[src/rtl/rf_wb_arbiter_pkg.sv]
// Constants and state encodings shared by the register-file writeback arbiter slice.
package rf_wb_arbiter_pkg;

  localparam int W    = 8;
  localparam int AW   = 3;
  localparam int NREG = 1 << AW;

  typedef enum logic [1:0] {
    RUN   = 2'd0,
    DRAIN = 2'd1,
    QUIET = 2'd2
  } state_t;

  function automatic logic [NREG-1:0] onehot(input logic [AW-1:0] a);
    return {{(NREG-1){1'b0}}, 1'b1} << a;
  endfunction

endpackage

[src/rtl/rf_wb_arbiter_if.sv]
// Writeback requests, reservation, quiesce and register-file write signals of the arbiter.
interface rf_wb_arbiter_if;
  import rf_wb_arbiter_pkg::*;

  logic          alu_valid;
  logic [AW-1:0] alu_addr;
  logic [W-1:0]  alu_data;
  logic          alu_ready;
  logic          mem_valid;
  logic [AW-1:0] mem_addr;
  logic [W-1:0]  mem_data;
  logic          mem_ready;
  logic          rsv_valid;
  logic [AW-1:0] rsv_addr;
  logic          rsv_ready;
  logic          quiesce_req;
  logic          quiesce_ack;
  logic          rf_we;
  logic [AW-1:0] rf_a3;
  logic [W-1:0]  rf_wd;
  logic [NREG-1:0] busy;

  modport master (
    output alu_valid, alu_addr, alu_data, mem_valid, mem_addr, mem_data,
           rsv_valid, rsv_addr, quiesce_req,
    input  alu_ready, mem_ready, rsv_ready, quiesce_ack, rf_we, rf_a3, rf_wd, busy
  );

  modport slave (
    input  alu_valid, alu_addr, alu_data, mem_valid, mem_addr, mem_data,
           rsv_valid, rsv_addr, quiesce_req,
    output alu_ready, mem_ready, rsv_ready, quiesce_ack, rf_we, rf_a3, rf_wd, busy
  );

endinterface

[src/rtl/rf_wb_arbiter_rr_arb2.sv]
// Two-way round-robin arbiter; combinational grant, pointer moves to the other requester on each grant.
module rr_arb2 (
  input  logic       clk,
  input  logic       reset,
  input  logic [1:0] req,
  output logic [1:0] gnt
);

  // ptr=0: requester 0 (ALU) wins a tie; ptr=1: requester 1 wins.
  logic ptr;

  always_comb begin
    gnt = req;
    if (req == 2'b11) gnt = ptr ? 2'b10 : 2'b01;
  end

  always_ff @(posedge clk or negedge reset) begin
    if (!reset)      ptr <= 1'b0;
    else if (gnt[0]) ptr <= 1'b1;
    else if (gnt[1]) ptr <= 1'b0;
  end

endmodule

[src/rtl/rf_wb_arbiter.sv]
// Shares the register-file write port between ALU and load writebacks; one write per cycle, written the cycle after grant.
// Tracks pending destinations in a busy scoreboard and drains them on a quiesce request.
module rf_wb_arbiter
  import rf_wb_arbiter_pkg::*;
(
  input  logic           clk,
  input  logic           reset,
  rf_wb_arbiter_if.slave bus
);

  logic [1:0]      req;
  logic [1:0]      gnt;
  logic            rf_we_q;
  logic [AW-1:0]   rf_a3_q;
  logic [W-1:0]    rf_wd_q;
  logic [NREG-1:0] busy_q;
  logic [NREG-1:0] set_mask;
  logic [NREG-1:0] clr_mask;
  logic            rsv_ok;
  logic            ack_q;
  state_t          state;

  // Requests are masked during reset so readies stay low and the pointer is untouched.
  assign req = {bus.mem_valid, bus.alu_valid} & {2{reset}};

  rr_arb2 u_arb (
    .clk   (clk),
    .reset (reset),
    .req   (req),
    .gnt   (gnt)
  );

  assign bus.alu_ready = gnt[0];
  assign bus.mem_ready = gnt[1];

  assign rsv_ok        = reset && (state == RUN) && !busy_q[bus.rsv_addr];
  assign bus.rsv_ready = rsv_ok;

  assign set_mask = (bus.rsv_valid && rsv_ok) ? onehot(bus.rsv_addr) : '0;
  assign clr_mask = rf_we_q ? onehot(rf_a3_q) : '0;

  always_ff @(posedge clk or negedge reset) begin
    if (!reset) begin
      rf_we_q <= 1'b0;
      rf_a3_q <= '0;
      rf_wd_q <= '0;
    end else begin
      rf_we_q <= |gnt;
      if (gnt[0]) begin
        rf_a3_q <= bus.alu_addr;
        rf_wd_q <= bus.alu_data;
      end else if (gnt[1]) begin
        rf_a3_q <= bus.mem_addr;
        rf_wd_q <= bus.mem_data;
      end
    end
  end

  // A new reservation outranks a completing write to the same register.
  always_ff @(posedge clk or negedge reset) begin
    if (!reset) busy_q <= '0;
    else        busy_q <= (busy_q & ~clr_mask) | set_mask;
  end

  always_ff @(posedge clk or negedge reset) begin
    if (!reset) begin
      state <= RUN;
      ack_q <= 1'b0;
    end else begin
      case (state)
        RUN: begin
          if (bus.quiesce_req) state <= DRAIN;
        end
        DRAIN: begin
          if (!bus.quiesce_req) begin
            state <= RUN;
          end else if (busy_q == '0 && !rf_we_q && !bus.alu_valid && !bus.mem_valid) begin
            state <= QUIET;
            ack_q <= 1'b1;
          end
        end
        QUIET: begin
          if (!bus.quiesce_req) begin
            state <= RUN;
            ack_q <= 1'b0;
          end
        end
        default: begin
          state <= RUN;
          ack_q <= 1'b0;
        end
      endcase
    end
  end

  assign bus.rf_we       = rf_we_q;
  assign bus.rf_a3       = rf_a3_q;
  assign bus.rf_wd       = rf_wd_q;
  assign bus.busy        = busy_q;
  assign bus.quiesce_ack = ack_q;

endmodule

[src/flat_wrapper.sv]
// flat-port wrapper written by rule: the top's interface ports become plain ports
module rf_wb_arbiter_flat import rf_wb_arbiter_pkg::*;
  (clk, reset, bus_alu_valid, bus_alu_addr, bus_alu_data, bus_mem_valid, bus_mem_addr, bus_mem_data, bus_rsv_valid, bus_rsv_addr, bus_quiesce_req, bus_alu_ready, bus_mem_ready, bus_rsv_ready, bus_quiesce_ack, bus_rf_we, bus_rf_a3, bus_rf_wd, bus_busy);
  rf_wb_arbiter_if bus_i ();
  input  logic clk;
  input  logic reset;
  input wire logic [$bits(bus_i.alu_valid)-1:0] bus_alu_valid;
  input wire logic [$bits(bus_i.alu_addr)-1:0] bus_alu_addr;
  input wire logic [$bits(bus_i.alu_data)-1:0] bus_alu_data;
  input wire logic [$bits(bus_i.mem_valid)-1:0] bus_mem_valid;
  input wire logic [$bits(bus_i.mem_addr)-1:0] bus_mem_addr;
  input wire logic [$bits(bus_i.mem_data)-1:0] bus_mem_data;
  input wire logic [$bits(bus_i.rsv_valid)-1:0] bus_rsv_valid;
  input wire logic [$bits(bus_i.rsv_addr)-1:0] bus_rsv_addr;
  input wire logic [$bits(bus_i.quiesce_req)-1:0] bus_quiesce_req;
  output wire logic [$bits(bus_i.alu_ready)-1:0] bus_alu_ready;
  output wire logic [$bits(bus_i.mem_ready)-1:0] bus_mem_ready;
  output wire logic [$bits(bus_i.rsv_ready)-1:0] bus_rsv_ready;
  output wire logic [$bits(bus_i.quiesce_ack)-1:0] bus_quiesce_ack;
  output wire logic [$bits(bus_i.rf_we)-1:0] bus_rf_we;
  output wire logic [$bits(bus_i.rf_a3)-1:0] bus_rf_a3;
  output wire logic [$bits(bus_i.rf_wd)-1:0] bus_rf_wd;
  output wire logic [$bits(bus_i.busy)-1:0] bus_busy;
  assign bus_i.alu_valid = bus_alu_valid;
  assign bus_i.alu_addr = bus_alu_addr;
  assign bus_i.alu_data = bus_alu_data;
  assign bus_i.mem_valid = bus_mem_valid;
  assign bus_i.mem_addr = bus_mem_addr;
  assign bus_i.mem_data = bus_mem_data;
  assign bus_i.rsv_valid = bus_rsv_valid;
  assign bus_i.rsv_addr = bus_rsv_addr;
  assign bus_i.quiesce_req = bus_quiesce_req;
  assign bus_alu_ready = bus_i.alu_ready;
  assign bus_mem_ready = bus_i.mem_ready;
  assign bus_rsv_ready = bus_i.rsv_ready;
  assign bus_quiesce_ack = bus_i.quiesce_ack;
  assign bus_rf_we = bus_i.rf_we;
  assign bus_rf_a3 = bus_i.rf_a3;
  assign bus_rf_wd = bus_i.rf_wd;
  assign bus_busy = bus_i.busy;
  rf_wb_arbiter u_core (.clk(clk), .reset(reset), .bus(bus_i));
endmodule
[config.mk]
export PLATFORM = sky130hd
export DESIGN_NAME = rf_wb_arbiter_flat
export DESIGN_NICKNAME = d
export VERILOG_FILES = /design/src/rtl/rf_wb_arbiter_pkg.sv /design/src/rtl/rf_wb_arbiter_if.sv /design/src/rtl/rf_wb_arbiter_rr_arb2.sv /design/src/rtl/rf_wb_arbiter.sv /design/src/flat_wrapper.sv
export SDC_FILE = /design/constraint.sdc
export NUM_CORES = 1
export LEC_CHECK = 0
export BUFFER_PORTS_ARGS = -buffer_cell sky130_fd_sc_hd__buf_2
export CORE_AREA = 2 2 55 57
export CTS_BUF_LIST = sky130_fd_sc_hd__clkbuf_8 sky130_fd_sc_hd__clkbuf_16
export DETAILED_ROUTE_END_ITERATION = 12
export DIE_AREA = 0 0 57 59
export GPL_TIMING_DRIVEN = 0
export HOLD_SLACK_MARGIN = 0.06
export PLACE_DENSITY = 0.81
export SLEW_MARGIN = 20
export SYNTH_ARGS = -nofsm -noshare
export SYNTH_HDL_FRONTEND = slang
export SYNTH_SLANG_ARGS = --single-unit
[constraint.sdc]
create_clock -name clk -period 1.3 [get_ports clk]
set_input_delay 0 -clock clk [delete_from_list [all_inputs] [get_ports clk]]
set_output_delay 0 -clock clk [all_outputs]
set_load 0.02 [all_outputs]
==> results.ini, run 1 <==
[drt]
first_iter_violations = 49
wl_per_cell_um = 17.86
ant_nets = 0
first_pass_iters = 4
drc = 0
vias = 1387
routed_wl_mm = 4.286
via_per_inst = 5.779

[setup_path]
critPathBufInv = 1
cpPeakStageDelay_ns = 0.47
cp.arrival_ns = 1.55
worstSetupPathType = register to output pin
critPathTopFamily = multiplexers
critical_path_peak_fanout = 2
crit_chain = mux2i_1 > mux4_2 > nor4bb_4 > buf_4
critPathRequiredTime_ns = 1.30
r2r-start = u_core.bus.busy[0]$_DFF_PN0_
critPathCapture = bus_rsv_ready
worst_r2r_endpoint = u_core.state[1]$_DFFE_PN0P_
ff2ff_path_depth = 4
cp-start-kind = register
rrSetupSlack_ns = -0.02
slowest_stage = mux4_2
worstSetupPathDepth = 4
cp-startpoint = u_core.bus.busy[0]$_DFF_PN0_
cp-end-kind = output pin

[placement]
dp_slack_ns = -0.2516
dp_hpwl_mm = 2.221
portBuffers = 53
placed_cells = 191
globalplace.congestion = 0.7983

[sta]
hold_viol = 0
worst_slew_pin_slew_ns = 0.5264
rsz0062_at_grt = true
finClkSkew_ns = 0.001646
post-route-period-util = 1.193
setup_ws_ns = -0.2503
setup_viol = 3
max_freq_mhz = 645.0
min_period_ns = 1.550
fin_tns_setup_ns = -0.2887
relSlewSlack = 0.6490
maxSlewViolCount = 0

[power]
switchingPower_w = 0.001126
combPwrFrac = 0.485
p_int_w = 0.001814
p_per_area_nw_per_um2 = 1410
p_leak_nw = 1.003
switching_share = 0.3830
power_w = 0.002940
irDropWorstVdd_mv = 1.259
clock_power_share = 0.151
seqPwrFrac = 0.364

[yosys]
synthAdderAreaFrac = 0
synth_xor_area_frac = 0
syn_area_um2 = 1227
synth_edf_count = 0
yosys-mux-area-fraction = 0.05097
yosysSeqAreaShare = 0.4893
yosysUniqueCellTypes = 32
ys_ff_latch = 24
synth_top_area_cell = dfrtp_1
async_flop_share = 1.000
ys_warn_count = 0
synth_cells = 107
synth_top_family_by_area = compound AO/OA/AOI/OAI gates
synth_compound_area_frac = 0.2192
synthTopCellsByArea = dfrtp_1, a221o_1, and2_1, a31oi_1, mux2i_1
synth_top_area_frac = 0.4893
synthSimpleGateAreaFrac = 0.1906
synth_nets = 138
synthFlopType = dfrtp_1
avgSynthCellArea_um2 = 11.47

[grt]
antenna_found_initial = 0
grt_pass1_vias = 1327
grt_max_degree = 25
grt.overflow.total = 0
grt_pass1_wl_mm = 6.237
grt_usage = 0.2541

[floorplan]
ios = 55
rows = 19
dieArea_um2 = 3363
initial_core_util = 0.4529
core_um2 = 2710
die_x_um = 57
die_height_um = 59

[clock_tree]
worstSkewPairLatency_ns = 0.27
cts_tree = yes
clock_path_buffers = 2
root_buffer = clkbuf_8
cts.sinks = 24
numCtsBuffers = 3
cts_max_level = 1
path_clk_slew_ns = 0.08

[outcome]
outcome = complete, but fails checks
violations = negative setup slack

[min_path]
min-delay-path-class = input pin to register
holdPathStages = 3

[layout]
syn2layout_area_growth_pct = 69.83
fillers = 163
final_nets = 242
stdcell_count = 240
drive_gt1_frac = 0.4402
antennaDiodeCount = 0

[flow_run]
drv_cap = 0

metrics by stage:
step	instance area [um^2]	utilization	hold WS, ns
floorplan	1234	-	-0.2956
global route	2085	0.7692	0.1284
finish	2085	0.7692	0.1017
CTS	1932	0.7128	0.07486
detailed placement	1538	0.5674	0.03357
global placement	1538	0.5674	0.01726
repair_timing:
item                                    CTS  global route
endpoints found under the hold margin    38            24
hold buffers                             27             1
resized for setup                         3            14
pin swaps                                 1             3
setup buffers                             9             9
endpoints found under the setup margin    4             8
flip-flops by register name, indices dropped and copies added (netlist names):
name / cells
u_core.bus.rf_a3: 3
u_core.u_arb.ptr: 1
u_core.bus.rf_we: 1
u_core.state: 2
u_core.bus.rf_wd: 8
u_core.bus.quiesce_ack: 1
u_core.bus.busy: 8
worst reg2reg max path, delay by kind of cell, from the launching register on:
family                 cells  cell delay [ns]
AO/OA/AOI/OAI              1             0.15
buffers and inverters      1             0.16
AND/OR/NAND/NOR            2             0.52
flip-flops                 1             0.41
cell type report:
class | count | area [um^2] | area share
repair buffers | 99 | 699.4 | 0.3355
plain buffers | 5 | 48.80 | 0.02341
clock buffers | 3 | 41.29 | 0.01981
inverters | 5 | 18.77 | 0.009004
multi-input cells | 73 | 634.4 | 0.3043
well taps | 31 | 38.79 | 0.01861
flip-flops and latches | 24 | 603.1 | 0.2893
worst min-delay path by stage:
stage,startpoint,slack [ns],end
2_1_floorplan,reset,-0.30,u_core.bus.busy[0]$_DFF_PN0_
3_3_place_gp,reset,0.02,u_core.state[1]$_DFFE_PN0P_
3_5_place_dp,reset,0.03,u_core.state[1]$_DFFE_PN0P_
4_1_cts,bus_rsv_addr[2],0.07,u_core.bus.busy[6]$_DFF_PN0_
5_1_grt,bus_alu_valid,0.13,u_core.bus.quiesce_ack$_DFFE_PN0P_
6_report,reset,0.10,u_core.u_arb.ptr$_DFFE_PN0P_
layer usage:
metal,vias up,wire length (um),global-route usage,share of wire
li1,628,-,-,-
met1,667,1754,0.3006,0.41
met2,79,1997,0.4269,0.47
met3,13,400,0.07205,0.093
met4,0,133,0.1262,0.031
met5,-,0,0,0
cells in the mapped netlist (3+ instances only):
library cell  count
a21oi_1           6
a221o_1          11
a31oi_1           7
a41oi_1           3
and2_1           13
buf_6             3
dfrtp_1          24
inv_1             4
mux2i_1           4
nor2_1            3
nor4bb_1          3
o21ai_1           3
placed cells by master (no fill, tap or decap), types with 2 or more instances in the layout:
cell type and instances:
nand4_1 2, clkbuf_8 3, and4b_1 2, buf_2 51
nor2_1 3, nor4bb_1 2, a21oi_1 5, and2_1 13
mux2i_1 4, a31oi_1 5, buf_4 19, dfrtp_1 22
a41oi_1 2, dlygate4sd3_1 27, o21ai_1 3, inv_1 4
buf_6 5, dfrtp_2 2, a221o_1 11
power groups by stage:
stage | clock [W] | sequential, W | combinational (W)
final | 0.000443 | 0.00107 | 0.00143
after CTS | 0.000445 | 0.00106 | 0.00124
after floorplan | 0 | 0.00133 | 0.000360
after global placement | 0 | 0.00115 | 0.000869
after detailed placement | 0 | 0.00116 | 0.000890
after global routing | 0.000480 | 0.00109 | 0.00152
logic make-up (layout without fill, tap and decap cells):
kind of cell | after synthesis | after routing
and+or+nand+nor | 34 | 34
DFF | 24 | 24
muxes | 5 | 5
AOI/OAI and AO/OA | 34 | 34
buffers and inverters | 10 | 112
Note: power is estimated with default switching activity, not from simulation.
==> inputs of run 2 (changes only) <==
--- a/config.mk
+++ b/config.mk
@@ -16,4 +16,5 @@
 export SLEW_MARGIN = 20
 export SYNTH_ARGS = -nofsm -noshare
 export SYNTH_HDL_FRONTEND = slang
+export SYNTH_HIERARCHICAL = 1
 export SYNTH_SLANG_ARGS = --single-unit
==> results.ini, run 2 <==
[layout]
fin_area_um2 = 2205  ; was 2085 um^2
final_cell_mix = buf_2, dlygate4sd3_1, dfrtp_1  ; unchanged
fillers = 165  ; was 163
layout_commonest_cell = buf_2  ; unchanged
drive_gt1_frac = 0.4676  ; was 0.4402
final_nets = 249  ; was 242
stdcell_count = 247  ; was 240
antennaDiodeCount = 0  ; unchanged
syn2layout_area_growth_pct = 79.80  ; was 69.83%

[setup_path]
critPathRequiredTime_ns = 1.30  ; about the same
cp-end-kind = output pin  ; unchanged
cpPeakStageDelay_ns = 0.46  ; was 0.47 ns
critPathBufInv = 1  ; unchanged
critPathTopFamily = multiplexers  ; unchanged
cp.arrival_ns = 1.49  ; was 1.55 ns
r2r-start = u_core/state[0]$_DFFE_PN0P_  ; was u_core.bus.busy[0]$_DFF_PN0_
worstSetupPathDepth = 4  ; unchanged
rrSetupSlack_ns = -0.04  ; was -0.02 ns
critical_path_peak_fanout = 2  ; unchanged
ff2ff_path_depth = 4  ; unchanged
cp-start-kind = register  ; unchanged
worstSetupPathType = register to output pin  ; unchanged
slowest_stage = mux4_2  ; unchanged
crit_chain = mux2i_1 > mux4_2 > nor4bb_4 > buf_4  ; unchanged
worst_r2r_endpoint = u_core/bus.busy[2]$_DFF_PN0_  ; was u_core.state[1]$_DFFE_PN0P_

[yosys]
ys_warn_count = 6  ; was 0
synth_top_area_cell = dfrtp_1  ; unchanged
synthTopCellsByArea = dfrtp_1, mux2i_1, o21ai_0, nand2_1, nor4bb_1  ; was dfrtp_1, a221o_1, and2_1, a31oi_1, mux2i_1
yosysMostFrequentCell = dfrtp_1  ; unchanged
ys_ff_latch = 24  ; unchanged
async_flop_share = 1.000  ; unchanged
synthFlopType = dfrtp_1  ; unchanged
yosysSeqAreaShare = 0.4898  ; was 0.4893
syn_area_um2 = 1226  ; was 1227 um^2
synth_cells = 118  ; was 107
synth_top_area_frac = 0.4898  ; was 0.4893
synth_commonest_cells = dfrtp_1, mux2i_1, nand2_1, o21ai_0, a21oi_1  ; was dfrtp_1, and2_1, a221o_1
synth_nets = 149  ; was 138
avgSynthCellArea_um2 = 10.39  ; was 11.47 um^2
synth_edf_count = 0  ; unchanged
yosysUniqueCellTypes = 32  ; unchanged

[drt]
first_pass_iters = 6  ; was 4
ant_nets = 0  ; unchanged
via_per_inst = 5.628  ; was 5.779
drc = 0  ; unchanged
wl_per_cell_um = 16.67  ; was 17.86 um
routed_wl_mm = 4.118  ; was 4.286 mm
first_iter_violations = 58  ; was 49
vias = 1390  ; was 1,387

[placement]
globalplace.congestion = 0.7982  ; was 0.7983
portBuffers = 53  ; unchanged
post_dp_cell_area_um2 = 1558  ; was 1538 um^2
dp_hpwl_mm = 2.247  ; was 2.221 mm
placed_cells = 202  ; was 191

[grt]
grt_pass1_wl_mm = 6.023  ; was 6.237 mm
antenna_found_initial = 0  ; unchanged
grt.overflow.total = 0  ; unchanged
grt_usage = 0.2340  ; was 0.2541
grt_max_degree = 25  ; unchanged
grt_pass1_vias = 1308  ; was 1,327

[sta]
min_period_ns = 1.485  ; was 1.550 ns
max_freq_mhz = 673.4  ; was 645.0 MHz
rsz0062_at_grt = true  ; unchanged
setup_ws_ns = -0.1850  ; was -0.2503 ns
hold_ws_ns = 0.06235  ; was 0.1017 ns
maxSlewViolCount = 0  ; unchanged
hold_viol = 0  ; unchanged
fin_tns_setup_ns = -0.2509  ; was -0.2887 ns
worst_slew_pin_slew_ns = 0.4337  ; was 0.5264 ns
finClkSkew_ns = 0.002003  ; was 0.001646 ns
setup_viol = 5  ; was 3
relSlewSlack = 0.7069  ; was 0.6490
post-route-period-util = 1.142  ; was 1.193

[clock_tree]
clock_path_buffers = 2  ; unchanged
cts.sinks = 24  ; unchanged
cts_tree = yes  ; unchanged
path_clk_slew_ns = 0.08  ; about the same
cts_max_level = 1  ; unchanged
numCtsBuffers = 3  ; unchanged
worstSkewPairLatency_ns = 0.26  ; was 0.27 ns
root_buffer = clkbuf_8  ; unchanged

[power]
irDropWorstVdd_mv = 1.163  ; was 1.259 mV
p_per_area_nw_per_um2 = 1424  ; was 1410 nW/um^2
p_leak_nw = 0.9996  ; was 1.003 nW

[floorplan]
initial_core_util = 0.4524  ; was 0.4529
rows = 19  ; unchanged
die_height_um = 59  ; unchanged
core_um2 = 2710  ; unchanged
die_x_um = 57  ; unchanged
dieArea_um2 = 3363  ; unchanged
ios = 55  ; unchanged

[min_path]
min-delay-path-class = input pin to register  ; unchanged
hold_path_end = u_core/bus.rf_wd[4]$_DFFE_PN0P_  ; was u_core.u_arb.ptr$_DFFE_PN0P_
holdPathStages = 3  ; unchanged
min_from = bus_mem_data[4]  ; was reset

[flow_run]
drv_cap = 0  ; unchanged

[outcome]
outcome = complete, but fails checks  ; unchanged
violations = negative setup slack  ; unchanged

run 2: changes by cell type after synthesis, sizes merged, moves of 8 or more:
cell,previous run,this run
a221o,11,0
and2,13,2
mux2i,4,15
nand2,1,12
o21ai,4,12
run 2: cell type report:
class | count | area (um^2) | area share
clock buffers | 3 | 41.29 | 0.01873
multi-input cells | 85 | 777.0 | 0.3524
repair buffers | 95 | 680.7 | 0.3087
plain buffers | 5 | 47.55 | 0.02157
well taps | 31 | 38.79 | 0.01759
inverters | 4 | 15.01 | 0.006810
flip-flops and latches | 24 | 604.3 | 0.2741
run 2: worst reg2reg max path, stage by stage, from the launching register on:
cell and delay (ns):
dfrtp_2 0.44, nor4bb_4 0.33, buf_6 0.21, a31oi_1 0.13, a21oi_1 0.15
run 2: kinds of logic (layout without fill, tap and decap cells):
logic type      Yosys count  in the layout  synth area share
compound gates           32             32            0.1531
simple gates             37             37            0.1806
flops                    24             24            0.4898
buf+inv                   9            107           0.03571
mux                      16             16            0.1408
run 2: worst max path at each step:
stage,from,to,slack (ns)
floorplan,u_core/bus.busy[2]$_DFF_PN0_,bus_rsv_ready,0.002
detailed placement,reset,u_core/bus.rf_wd[7]$_DFFE_PN0P_,-0.43
global placement,reset,u_core/bus.rf_a3[2]$_DFFE_PN0P_,-0.35
CTS,u_core/bus.busy[3]$_DFF_PN0_,bus_rsv_ready,-0.21
finish,u_core/bus.busy[3]$_DFF_PN0_,bus_rsv_ready,-0.19
global route,u_core/bus.busy[2]$_DFF_PN0_,bus_rsv_ready,-0.23
run 2: per-stage QoR:
| step | total power, W | setup slack [ns] | util |
|---|---|---|---|
| after CTS | 0.002820 | -0.2078 | 0.7378 |
| after global routing | 0.003293 | -0.2324 | 0.8135 |
| after floorplan | 0.001712 | 0.002275 | - |
| after global placement | 0.002049 | -0.3519 | 0.5748 |
| final | 0.003140 | -0.1850 | 0.8135 |
| after detailed placement | 0.002089 | -0.4316 | 0.5748 |
run 2: timing repair:
item | 4_1_cts | 5_1_grt
endpoints found under the setup margin | 22 | 22
pin swaps | 1 | 11
hold buffers | 28 | 1
gates cloned | 0 | 0
buffers inserted | 10 | 4
resized for setup | 8 | 38
hold endpoints to repair | 38 | 1
run 2: where the power goes:
group          leakage, nW  total (W)  switching (W)  internal (W)
clock network       0.0216   0.000433       0.000226      0.000207
logic                0.688    0.00161       0.000871      0.000735
registers            0.290    0.00110       0.000168      0.000933
run 2: metal layers:
layer,GRT usage,up-vias,share of wire
li1,-,636,-
met1,0.3028,674,0.41
met2,0.3957,71,0.50
met3,0.02838,9,0.069
met4,0.1063,0,0.026
met5,0,-,0
